[src/rtl/sync_fifo_param.sv]
// Single-clock parameterised FIFO. Reads have one cycle of latency through
// a registered rdata. Status flags are decoded from a registered occupancy
// count. Overflow and underflow are sticky error flags.
//
// Handshake: wr_en and rd_en are requests, not valid/ready pairs.
// - A write is taken when wr_en=1 and either the FIFO is not full, or a read
//   is taken in the same cycle.
// - A read is taken when rd_en=1 and the FIFO is not empty.
// - rd_valid is 1 for exactly the cycle after a taken read, when rdata holds
//   the popped word.
// - A refused request is dropped, not held. The matching sticky error flag
//   records it.
module sync_fifo_param #(
    parameter int WIDTH     = 8,
    parameter int DEPTH     = 16,
    parameter int AFULL_TH  = DEPTH - 2,
    parameter int AEMPTY_TH = 2
) (
    input  logic                     clk,
    input  logic                     rst,
    input  logic                     wr_en,
    input  logic [WIDTH-1:0]         wdata,
    input  logic                     rd_en,
    input  logic                     err_clr,
    output logic [WIDTH-1:0]         rdata,
    output logic                     rd_valid,
    output logic                     full,
    output logic                     almost_full,
    output logic                     empty,
    output logic                     almost_empty,
    output logic [$clog2(DEPTH):0]   count,
    output logic                     overflow,
    output logic                     underflow
);

    localparam int AW = $clog2(DEPTH);
    localparam int CW = AW + 1;

    localparam logic [CW-1:0] DEPTH_C  = CW'(DEPTH);
    localparam logic [CW-1:0] AFULL_C  = CW'(AFULL_TH);
    localparam logic [CW-1:0] AEMPTY_C = CW'(AEMPTY_TH);

    logic [WIDTH-1:0] mem [DEPTH];
    logic [AW-1:0]    wr_ptr;
    logic [AW-1:0]    rd_ptr;

    logic wr_accept;
    logic rd_accept;
    logic wr_reject;
    logic rd_reject;

    // Status flags come only from the count register, so no input reaches an output.
    assign full         = (count == DEPTH_C);
    assign empty        = (count == '0);
    assign almost_full  = (count >= AFULL_C);
    assign almost_empty = (count <= AEMPTY_C);

    // Accept/reject decisions. When full, a write may still be taken if a read frees a slot in the same cycle.
    always_comb begin
        rd_accept = 1'b0;
        wr_accept = 1'b0;
        rd_accept = rd_en && !empty;
        wr_accept = wr_en && (!full || rd_accept);
        wr_reject = wr_en && !wr_accept;
        rd_reject = rd_en && !rd_accept;
    end

    // Storage array. It is never reset; the pointers and count keep stale entries unreachable.
    always_ff @(posedge clk) begin
        if (!rst && wr_accept) begin
            mem[wr_ptr] <= wdata;
        end
    end

    // Pointers, occupancy, registered read data and read-valid pulse.
    always_ff @(posedge clk) begin
        if (rst) begin
            wr_ptr   <= '0;
            rd_ptr   <= '0;
            count    <= '0;
            rdata    <= '0;
            rd_valid <= 1'b0;
        end else begin
            rd_valid <= rd_accept;
            if (wr_accept) begin
                wr_ptr <= wr_ptr + 1'b1;
            end
            if (rd_accept) begin
                rdata  <= mem[rd_ptr];
                rd_ptr <= rd_ptr + 1'b1;
            end
            case ({wr_accept, rd_accept})
                2'b10:   count <= count + 1'b1;
                2'b01:   count <= count - 1'b1;
                default: count <= count;
            endcase
        end
    end

    // Sticky error flags. A new error in the same cycle as err_clr keeps the flag set.
    always_ff @(posedge clk) begin
        if (rst) begin
            overflow  <= 1'b0;
            underflow <= 1'b0;
        end else begin
            if (wr_reject) begin
                overflow <= 1'b1;
            end else if (err_clr) begin
                overflow <= 1'b0;
            end
            if (rd_reject) begin
                underflow <= 1'b1;
            end else if (err_clr) begin
                underflow <= 1'b0;
            end
        end
    end

endmodule
[config.mk]
export PLATFORM = sky130hd
export DESIGN_NAME = sync_fifo_param
export DESIGN_NICKNAME = d
export VERILOG_FILES = /design/src/rtl/sync_fifo_param.sv
export SDC_FILE = /design/constraint.sdc
export NUM_CORES = 1
export LEC_CHECK = 0
export CORE_AREA = 3 3 148 150
export DETAILED_ROUTE_END_ITERATION = 16
export DIE_AREA = 0 0 151 153
export GPL_TIMING_DRIVEN = 0
export SLEW_MARGIN = 0
export SYNTH_ARGS = -nofsm -noshare
export SYNTH_HDL_FRONTEND = slang
export SYNTH_SLANG_ARGS = --single-unit
[constraint.sdc]
create_clock -name clk -period 2.5 [get_ports clk]
set_input_delay 0.5 -clock clk [delete_from_list [all_inputs] [get_ports clk]]
set_output_delay 0.5 -clock clk [all_outputs]
set_load 0.05 [all_outputs]
[After elaboration in Yosys (flattened, before gate mapping)]
Memories as Yosys holds them, arrays and structs flattened. A register that Yosys moved wholly into a read port is not among the register bits.
Cells that the tools add are included.
Word-level totals
  register bits after elaboration: 16
  bits in writable memories: 128
  bits of input ports: 13
  memories kept: 1
Operators by class
  add/sub/neg operators: 4
  order comparisons: 2
  eq/ne operators: 3
  muxes and demuxes: 6
  reductions and logical operators: 15
Memories
  mem: depth 16, bits a word 8, rd ports 1, clocked after memory_dff 1, wr ports 1, RTL line 43  | logic [WIDTH-1:0] mem [DEPTH];
Operators with widths (number)
  one-hot mux 5 bit (2 select lines): 1
  adder 4 x 1 -> 4 bit, second input constant: 2
  nonzero test 2 bit: 3
  adder 5 x 1 -> 5 bit, second input constant: 1
  equality test 5 bit, second input constant: 1
  greater-or-equal comparator 5 x 4 -> 1 bit, second input constant: 1
  <= comparator 5 x 2 -> 1 bit, second input constant: 1
  logical AND 1 bit: 5
  logical NOT 1 bit: 5
  logical NOT 5 bit: 1
  two-way mux 1 bit: 5
  subtractor 5 x 1 -> 5 bit, second input constant: 1
  equality test 2 x 1 -> 1 bit, second input constant: 1
  equality test 2 bit, second input constant: 1
  logical OR 1 bit: 1

[Depth between registers and ports, before layout]
  depth after elaboration: 8
  depth in mapped cells: 10

[Worst setup path before layout]
Ideal clock, no wire load.
  kind: reg-to-output
  start: reg count[1]
  end: out almost_empty
  data arrival time: 3.100 ns
  required time: 2.000 ns
  path slack: -1.100 ns
  stages on the path, launching flop included: 2
  buffers on the path: 0
  cell sequence: dfxtp_1 > a2111oi_0
Between the ends
  cells in the longest elaborated chain, start to end: 1
RTL lines
  from (decl): RTL line 31  | output logic [$clog2(DEPTH):0] count,
  from (signal assigned): RTL line 93  | 2'b10: count <= count + 1'b1;
  from (signal assigned): RTL line 94  | 2'b01: count <= count - 1'b1;
  from (signal assigned): RTL line 95  | default: count <= count;
  <= comparator 5 x 2 -> 1 bit: RTL line 56  | assign almost_empty = (count <= AEMPTY_C);
  to (decl): RTL line 30  | output logic almost_empty,
No other way between the ends.

[Worst setup path after layout]
  start: reg count[0]
  end: reg count[4]
Between the ends
  cells in the longest elaborated chain, start to end: 7
RTL lines
  logical NOT 5 bit: RTL line 54  | assign empty = (count == '0);
  logical NOT 1 bit: RTL line 62  | rd_accept = rd_en && !empty;
  logical AND 1 bit: RTL line 62
  logical OR 1 bit: RTL line 63  | wr_accept = wr_en && (!full || rd_accept);
  logical AND 1 bit: RTL line 63
  equality test 2 x 1 -> 1 bit / equality test 2 bit (equally long branches): RTL line 92  | case ({wr_accept, rd_accept})
  one-hot mux 5 bit (2 select lines) / nonzero test 2 bit (equally long branches)
Several ways; a longest one is shown, not always the timed one.
A chain may end at the register's enable or synchronous reset.

==> impl_metrics.json <==
{
  "status": "finished with violations",
  "violations": "setup timing",
  "rsz0062_at_grt": "yes",
  "netlist_area_um2": 6190,
  "cap_violations": 0,
  "hold_path.class": "reg -> reg",
  "stdcell_area_um2": 7480,
  "layout.nets": 458,
  "drt_wl_total_mm": 13.6,
  "num_rows": 53,
  "endpoint_kind": "flop",
  "post_dp_cell_area_um2": 6860,
  "cp.required_ns": 2.77,
  "yosys_warnings": 0,
  "cts-root-buf": "clkbuf_16",
  "setup_tns_ns": -0.0229,
  "drive_gt1_share_pct": 17.4,
  "p_total_uw": 7600,
  "die_w_um": 151,
  "numCtsBuffers": 17,
  "fmax_ghz": 0.396,
  "drc_errors": 0,
  "clockBufferDepth": 2,
  "cts_tree": "done",
  "overflow": 0,
  "worstMarginPinSlew_ns": 0.839,
  "setup_ws_ns": -0.0229,
  "hpwl_mm": 8.99,
  "synth_edf_count": 128,
  "diodes": 0,
  "min_period_ns": 2.52,
  "cts_sinks": 152,
  "gp_congestion": 0.738,
  "fin_crit_sh_pct": 101,
  "arrival_ns": 2.79,
  "antenna_found_initial": 0,
  "drt_iter0_markers": 296,
  "yosysSeqAreaShare_pct": 69.9,
  "ios": 33,
  "synth_area_per_cell_um2": 16.2,
  "fin_skew_ns": 0.00644,
  "slew_headroom_pct": 43.9,
  "clk_latency_ns": 0.42,
  "holdBufCountCts": 0,
  "cp_max_fo": 7,
  "start_util_pct": 29.7,
  "powerDensity_nw_per_um2": 1020,
  "grt_max_degree": 17,
  "syn_inst": 381,
  "hold-worst-slack_ns": 0.484,
  "leakagePower_uw": 0.00239,
  "drv_slew": 0,
  "die_h_um": 153,
  "coreArea_um2": 20800,
  "finalSetupViolations": 1,
  "grt_pass1_wl_mm": 21.1,
  "cp-start-kind": "flop",
  "fillerInstances": 1984,
  "synthFlopType": "edfxtp_1",
  "layout_commonest_cell": "edfxtp_1",
  "vias": 3467,
  "area_delta_synth_final_pct": 20.9,
  "drtAntennaViolNets": 0,
  "grt_pass1_vias": 3622,
  "fin_util_pct": 35.9,
  "ir_drop_mv": 0.392,
  "cts.htree.levels": 4,
  "synth_nets": 403,
  "die_area_um2": 23100,
  "path_clk_slew_ns": 0.06,
  "synth_cell_type_count": 46,
  "grt_util_all_layers_pct": 12.4,
  "vias_per_cell": 4.79,
  "io_buffers": 31,
  "critical_path_class": "reg -> reg",
  "synth-async-reset-ratio_pct": 0,
  "final_cell_mix": "edfxtp_1 (128), nor2_1 (36), mux2i_1 (36), clkdlybuf4s50_1 (27), dfxtp_1 (20)",
  "wl_per_cell_um": 18.7,
  "ys_ff_latch": 152,
  "first_pass_iters": 4,
  "finalHoldViolCount": 0
}
==> sequential cells by signal (all words and copies together) (netlist names) <==
name and cells:
rdata 8, mem 128, underflow 1, rd_ptr 4, wr_ptr 4, overflow 1
count 5, rd_valid 1
==> worst max-delay path, stage by stage, from the launching register on <==
cell and delay (ns):
dfxtp_4 0.36, or4_4 0.57, o21ai_4 0.20, nor2_4 0.08
fa_2 0.35, a21o_1 0.23, a2111o_1 0.38, o211ai_1 0.10
a31oi_1 0.10
==> layout make-up <==
class | count | area, um^2 | area share [%]
Clock inverter | 11 | 130 | 1.74
Tap cell | 275 | 344 | 4.60
Inverter | 5 | 18.8 | 0.251
Timing Repair Buffer | 38 | 357 | 4.77
Sequential cell | 152 | 4330 | 57.9
Clock buffer | 21 | 440 | 5.89
Buffer | 18 | 85.1 | 1.14
Multi-Input combinational cell | 204 | 1770 | 23.7
==> kinds of logic after synthesis <==
kind of cell	count (synthesis)	share of synthesized area (%)
simple gates	90	7.14
mux	57	13.0
compound gates	43	5.40
xor+xnor	5	0.708
flops	152	69.9
fa+ha+maj	9	1.94
buf+inv	25	1.92
==> final timing paths <==
| kind | cells past startpoint | end | slack, ns | from |
|---|---|---|---|---|
| worst max-delay path | 8 | count[4]$_SDFFE_PP0P_ | -0.02 | count[0]$_SDFFE_PP0P_ |
| worst min-delay path | 2 | overflow$_SDFFE_PP0P_ | 0.48 | overflow$_SDFFE_PP0P_ |
| worst max register to register | 8 | count[4]$_SDFFE_PP0P_ | -0.02 | count[0]$_SDFFE_PP0P_ |
| worst min register to register | 2 | overflow$_SDFFE_PP0P_ | 0.48 | overflow$_SDFFE_PP0P_ |
==> synthesized netlist by cell type, drive strengths merged (2+ instances only) <==
| cell type | count | area, um^2 |
|---|---|---|
| a21oi | 6 | 33.8 |
| xor2 | 2 | 17.5 |
| or3 | 3 | 18.8 |
| nand2b | 6 | 37.5 |
| mux4 | 16 | 360 |
| buf | 12 | 70.1 |
| mux2 | 3 | 41.3 |
| xnor2 | 3 | 26.3 |
| o21ai | 2 | 13.8 |
| a21o | 2 | 15.0 |
| mux2i | 38 | 405 |
| nor4 | 9 | 56.3 |
| nor2b | 6 | 37.5 |
| edfxtp | 128 | 3840 |
| a211o | 2 | 17.5 |
| o22ai | 16 | 100 |
| nor2 | 38 | 143 |
| dfxtp | 24 | 480 |
| nand2 | 9 | 33.8 |
| a22o | 7 | 61.3 |
| clkbuf | 8 | 30.0 |
| inv | 5 | 18.8 |
| nand3b | 2 | 15.0 |
| ha | 8 | 100 |
| nand3 | 5 | 25.0 |
| nor3 | 8 | 40.0 |
==> layer usage <==
layer / routed length [um] / vias to the layer above / track usage [%] / part of all wire [%]
met1: 5620 / 1765 / 16.1 / 41
met2: 6800 / 87 / 19.8 / 50
met5: 0 / - / 0 / 0
met3: 940 / 13 / 4.12 / 6.9
met4: 216 / 0 / 4.06 / 1.6
li1: - / 1602 / - / -
==> stage by stage <==
step / std cells / setup WS [ns]
detailed placement: 687 / -0.742
floorplan: 381 / -0.352
global route: 724 / -0.0952
CTS: 723 / -0.128
finish: 724 / -0.0229
global placement: 687 / -0.742
==> power by group <==
group | internal [uW] | switching, uW | total, uW
clock | 1550 | 935 | 2490
sequential | 2900 | 135 | 3040
combinational | 786 | 1290 | 2080
==> what timing repair did <==
item                       4_1_cts  5_1_grt
hold endpoints to repair         0        0
setup endpoints to repair        7       12
resized for setup               15       10
pin swaps                        4        6
buffers inserted                 5        2
Note: power is estimated with default switching activity, not from simulation.
==> RTL edit 1 (config.mk and constraints unchanged) <==
Register the output `underflow` once more, with the module's reset; this adds one clock of latency there. The other outputs are not delayed to match.
--- a/src/rtl/sync_fifo_param.sv
+++ b/src/rtl/sync_fifo_param.sv
@@ -39,6 +39,8 @@
     localparam logic [CW-1:0] DEPTH_C  = CW'(DEPTH);
     localparam logic [CW-1:0] AFULL_C  = CW'(AFULL_TH);
     localparam logic [CW-1:0] AEMPTY_C = CW'(AEMPTY_TH);
+
+    logic underflow_s0;
 
     logic [WIDTH-1:0] mem [DEPTH];
     logic [AW-1:0]    wr_ptr;
@@ -101,7 +103,7 @@
     always_ff @(posedge clk) begin
         if (rst) begin
             overflow  <= 1'b0;
-            underflow <= 1'b0;
+            underflow_s0 <= 1'b0;
         end else begin
             if (wr_reject) begin
                 overflow <= 1'b1;
@@ -109,11 +111,19 @@
                 overflow <= 1'b0;
             end
             if (rd_reject) begin
-                underflow <= 1'b1;
+                underflow_s0 <= 1'b1;
             end else if (err_clr) begin
-                underflow <= 1'b0;
+                underflow_s0 <= 1'b0;
             end
         end
     end
 
+    always_ff @(posedge clk) begin
+        if (rst) begin
+            underflow <= '0;
+        end else begin
+            underflow <= underflow_s0;
+        end
+    end
+
 endmodule
Behaviour: not the same (a bounded check fails within 4 cycles, from zero or initial values and one cycle with rst high).
==> RTL edit 1 against the unedited design <==
- synthesized area shrank 0.49%
- die area is the same
- sequential cell count grew 1
- non-clock buffer count grew 5
- global-route usage shrank 0.50 points
- worst setup slack lost 0.032 ns
- power grew 3.2%
- critical path type is now in -> reg
- sequential power is essentially flat
- wire length shrank 0.57%
- hold slack lost 0.025 ns
- the flow still finishes with violations (setup timing)
- final area grew 1.1%
==> RTL edit 1: results (changes against the unedited design) <==
[status]
status = finished, violations left
violations = setup timing

[placed_design]
placedInstanceArea_um2 = 6852  ; -0.11%
dpl.hpwl_um = 8965  ; -0.23%
place_ws_ns = -0.6123  ; +0.1297 ns
place_congestion = 0.8315  ; +13%

[layout]
nNonClkInverters = 10  ; +5
signal_buffers = 61  ; +8.9%
multi_input_cells = 203  ; -0.49%
syn2layout_area_growth_pct = 22.81
ff_latch_area_um2 = 4357  ; +0.52%
multi_input_area_um2 = 1769  ; -0.14%
nets = 468  ; +2.2%
clk_share_pct = 7.691  ; +0.064 points
drive_gt1_share_pct = 21.66  ; +4.3 points

[synth]
synth.area.mux_share_pct = 11.56  ; -1.5 points
ys_seq_area_share_pct = 70.53  ; +0.67 points
ys_top_cells_by_area = edfxtp_1 62%, dfxtp_1 8.1%, mux4_2 5.9%
synthTopCellsByCount = 128 x edfxtp_1, 34 x mux2i_1, 28 x nor2_1
syn_avg_cell_area_um2 = 16.00  ; -1.5%
synthDistinctLibCells = 48  ; +4.3%

[timing]
setup_viol = 41  ; +40
slew_headroom_pct = 46.04  ; +2.2 points
whs_ns = 0.4593  ; -0.02505 ns
fin_ws_ns = -0.05508  ; -0.03216 ns
skew_ns = 0.007826  ; +0.001381 ns
final.setup.tns_ns = -1.225  ; -1.202 ns

[grt]
grt_pass1_vias = 3600  ; -0.61%
grt_pass1_wl_um = 20430  ; -3.0%
grtUsageTotal_pct = 11.94  ; -0.50 points

[setup_path]
crit_family = buffers and inverters
arrival_ns = 2.61  ; -0.18 ns
endpoint = mem[8][4]$_DFFE_PP_
reg2reg_from = count[1]$_SDFFE_PP0P_
slowest_stage = clkdlybuf4s50_1
rrSetupSlack_ns = 0.03  ; +0.05 ns
path_max_fanout = 8  ; +1
startpoint = rd_en

[clock_network]
postCtsSetupRepairBufs = 8  ; +3

[pwr]
p_leak_uw = 0.002389  ; about the same
p_switching_uw = 2510  ; +6.3%
power_frac_comb_pct = 29.1  ; +1.8 points
swShare_pct = 31.98  ; +0.91 points

[detailed_routing]
routed_wl_um = 13490  ; -0.57%
vias_per_cell = 4.772  ; -0.35%

-- RTL edit 1: kinds of logic (layout without fill, tap and decap cells) --
group / Yosys count / in the layout
AOI/OAI and AO/OA: 66 / 66
xor gates and xnor gates: 5 / 5
adders and majority gates: 9 / 9
buffers and inverters: 29 / 101
DFF: 153 / 153
muxes: 51 / 51
and+or+nand+nor: 72 / 72
-- RTL edit 1: how the worst min path moves through the flow --
| stage | depth (start not counted) | to |
|---|---|---|
| floorplan | 1 | underflow$_SDFF_PP0_ |
| global placement | 1 | underflow$_SDFF_PP0_ |
| detailed placement | 1 | underflow$_SDFF_PP0_ |
| CTS | 1 | underflow$_SDFF_PP0_ |
| global route | 1 | underflow$_SDFF_PP0_ |
| finish | 1 | underflow$_SDFF_PP0_ |
-- RTL edit 1: layer usage --
layer	part of all wire, %	global-route usage (%)	vias up
met3	5.1	2.965	11
met5	0	0	-
li1	-	-	1627
met2	49	19.01	100
met4	1.2	4.145	0
met1	45	15.90	1755
==> RTL edit 2 (config.mk and constraints unchanged) <==
Without the edit above. The parameter `WIDTH` goes from 8 to 9.
--- a/src/rtl/sync_fifo_param.sv
+++ b/src/rtl/sync_fifo_param.sv
@@ -11,7 +11,7 @@
 // - A refused request is dropped, not held. The matching sticky error flag
 //   records it.
 module sync_fifo_param #(
-    parameter int WIDTH     = 8,
+    parameter int WIDTH     = 9,
     parameter int DEPTH     = 16,
     parameter int AFULL_TH  = DEPTH - 2,
     parameter int AEMPTY_TH = 2
Ports: changed (resized rdata and wdata); port bits go from 33 to 35. No check against the original RTL was run, so the function may have changed too.
==> RTL edit 2 against the unedited design <==
- power is 12% higher
- final area is 11% higher
- synthesized area is 10% higher
- final cell count is 5.0% higher
- wire length is 11% higher
- the flow still finishes with violations (setup timing)
- critical path depth is 1 higher
- worst setup slack worse by 0.090 ns
- combinational power is 10% higher
- sequential cell count is 17 higher
- highest routed layer unchanged
- clock skew is 0.0015 ns higher
- global-route usage is 1.1 points higher
==> RTL edit 2: results (changes against the unedited design) <==
[status]
status = finished, violations left
violations = setup timing

[setup_path]
path_max_fanout = 5  ; -2
max_stage_delay_ns = 0.59  ; +0.02 ns
reg2reg_depth = 9  ; +1
arrival_ns = 2.89  ; +0.10 ns

[timing]
fin_ws_ns = -0.1129  ; -0.09000 ns
slew_headroom_pct = 32.13  ; -12 points
whs_ns = 0.4849  ; +0.0006060 ns
skew_ns = 0.007925  ; +0.001480 ns
setup_viol = 1  ; unchanged

[synth]
ys_top_cells_by_area = edfxtp_1 63%, dfxtp_1 7.3%, mux4_2 5.9%
synthTopCellsByCount = 144 x edfxtp_1, 40 x mux2i_1, 39 x nor2_1
ys_seq_area_share_pct = 70.70  ; +0.84 points
synth-async-reset-ratio_pct = 0  ; unchanged
synth_enable_flop_cells = 144  ; +13%
synth_cells = 412  ; +8.1%
syn-num-nets = 435  ; +7.9%

[layout]
top_regs = mem x144, rdata x9, count x5
final_cell_count_no_fill = 760  ; +5.0%
nets = 495  ; +8.1%
drive_gt1_share_pct = 19.79  ; +2.4 points

[placed_design]
place_ws_ns = -0.5510  ; +0.1911 ns
dpl.hpwl_um = 9873  ; +9.9%
placedInstanceArea_um2 = 7540  ; +9.9%
place_inst = 720  ; +4.8%
place_congestion = 0.8044  ; +9.0%
port_buffers = 33  ; +6.5%

[grt]
grt_pass1_wl_um = 22830  ; +8.4%
grt_pass1_vias = 3875  ; +7.0%
grtUsageTotal_pct = 13.51  ; +1.1 points

[detailed_routing]
routed_wl_um = 15020  ; +11%
dr.pass1.iters = 5  ; +1
drt_iter0_markers = 389  ; +31%
vias_per_cell = 4.924  ; +2.8%

[min_path]
hp-class = reg -> reg

[pwr]
peakVddDrop_mv = 0.5524  ; +41%
p_leak_uw = 0.002640  ; +10%

[clock_network]
clockBufferDepth = 2  ; unchanged

==> RTL edit 2: final cells by class <==
cell class                      instances  area [µm²]
Buffer                                 21       110.1
Clock buffer                           21       470.5
Clock inverter                         11       192.7
Fill cell                            1884       12540
Inverter                                5       18.77
Multi-Input combinational cell        216        1931
Sequential cell                       169        4835
Tap cell                              275       344.1
Timing Repair Buffer                   42       385.4
==> RTL edit 2: worst max path at each step <==
| stage | slack, ns | end | startpoint | cells after the start |
|---|---|---|---|---|
| finish | -0.11 | count[4]$_SDFFE_PP0P_ | count[0]$_SDFFE_PP0P_ | 9 |
| global placement | -0.46 | count[4]$_SDFFE_PP0P_ | rd_en | 9 |
| detailed placement | -0.55 | count[4]$_SDFFE_PP0P_ | rd_en | 9 |
| global route | -0.20 | count[4]$_SDFFE_PP0P_ | count[0]$_SDFFE_PP0P_ | 9 |
| floorplan | -0.19 | count[4]$_SDFFE_PP0P_ | count[1]$_SDFFE_PP0P_ | 10 |
| CTS | -0.19 | count[4]$_SDFFE_PP0P_ | count[1]$_SDFFE_PP0P_ | 10 |
==> RTL edit 2: metal layers <==
metal | share of wire [%] | track usage [%]
met1 | 39 | 16.01
met2 | 54 | 23.76
met3 | 5.8 | 3.291
met4 | 1.1 | 4.750
met5 | 0 | 0
==> RTL edit 2: cell families after synthesis <==
| logic type | synth area share, % |
|---|---|
| DFF | 70.70 |
| buffers and inverters | 1.980 |
| and+or+nand+nor | 6.637 |
| adders and majority gates | 1.760 |
| AOI/OAI and AO/OA | 5.207 |
| xor gates and xnor gates | 0.6418 |
| muxes | 13.07 |
==> RTL edit 2: power by group <==
part,switching (µW),leakage [µW],internal [µW]
Sequential,135,0.00150,3230
Clock,1020,0.000319,1850
Combinational,1400,0.000817,887
Total,2560,0.00264,5970
==> RTL edit 2: worst max-delay path: cells and delay by family, from the launching register on <==
family	cells	cell delay [ns]
flops	1	0.36
compound gates	5	0.96
buf+inv	1	0.13
simple gates	2	0.64
fa+ha+maj	1	0.37
==> RTL edit 2: timing repair <==
| item | in CTS | in global routing |
|---|---|---|
| hold buffers | 0 | 0 |
| hold endpoints to repair | 0 | 0 |
| cloned | 0 | 0 |
| endpoints found under the setup margin | 7 | 58 |
| setup buffers | 2 | 7 |
| gates resized for setup | 14 | 8 |
| pin swaps | 3 | 5 |
==> RTL edit 2: through the flow <==
stage / utilization, % / setup TNS (ns)
2_1_floorplan: - / -0.1937
6_report: 39.80 / -0.1129
5_1_grt: 39.80 / -0.2646
3_5_place_dp: 36.21 / -43.02
4_1_cts: 39.48 / -0.1878
3_3_place_gp: 36.21 / -39.81
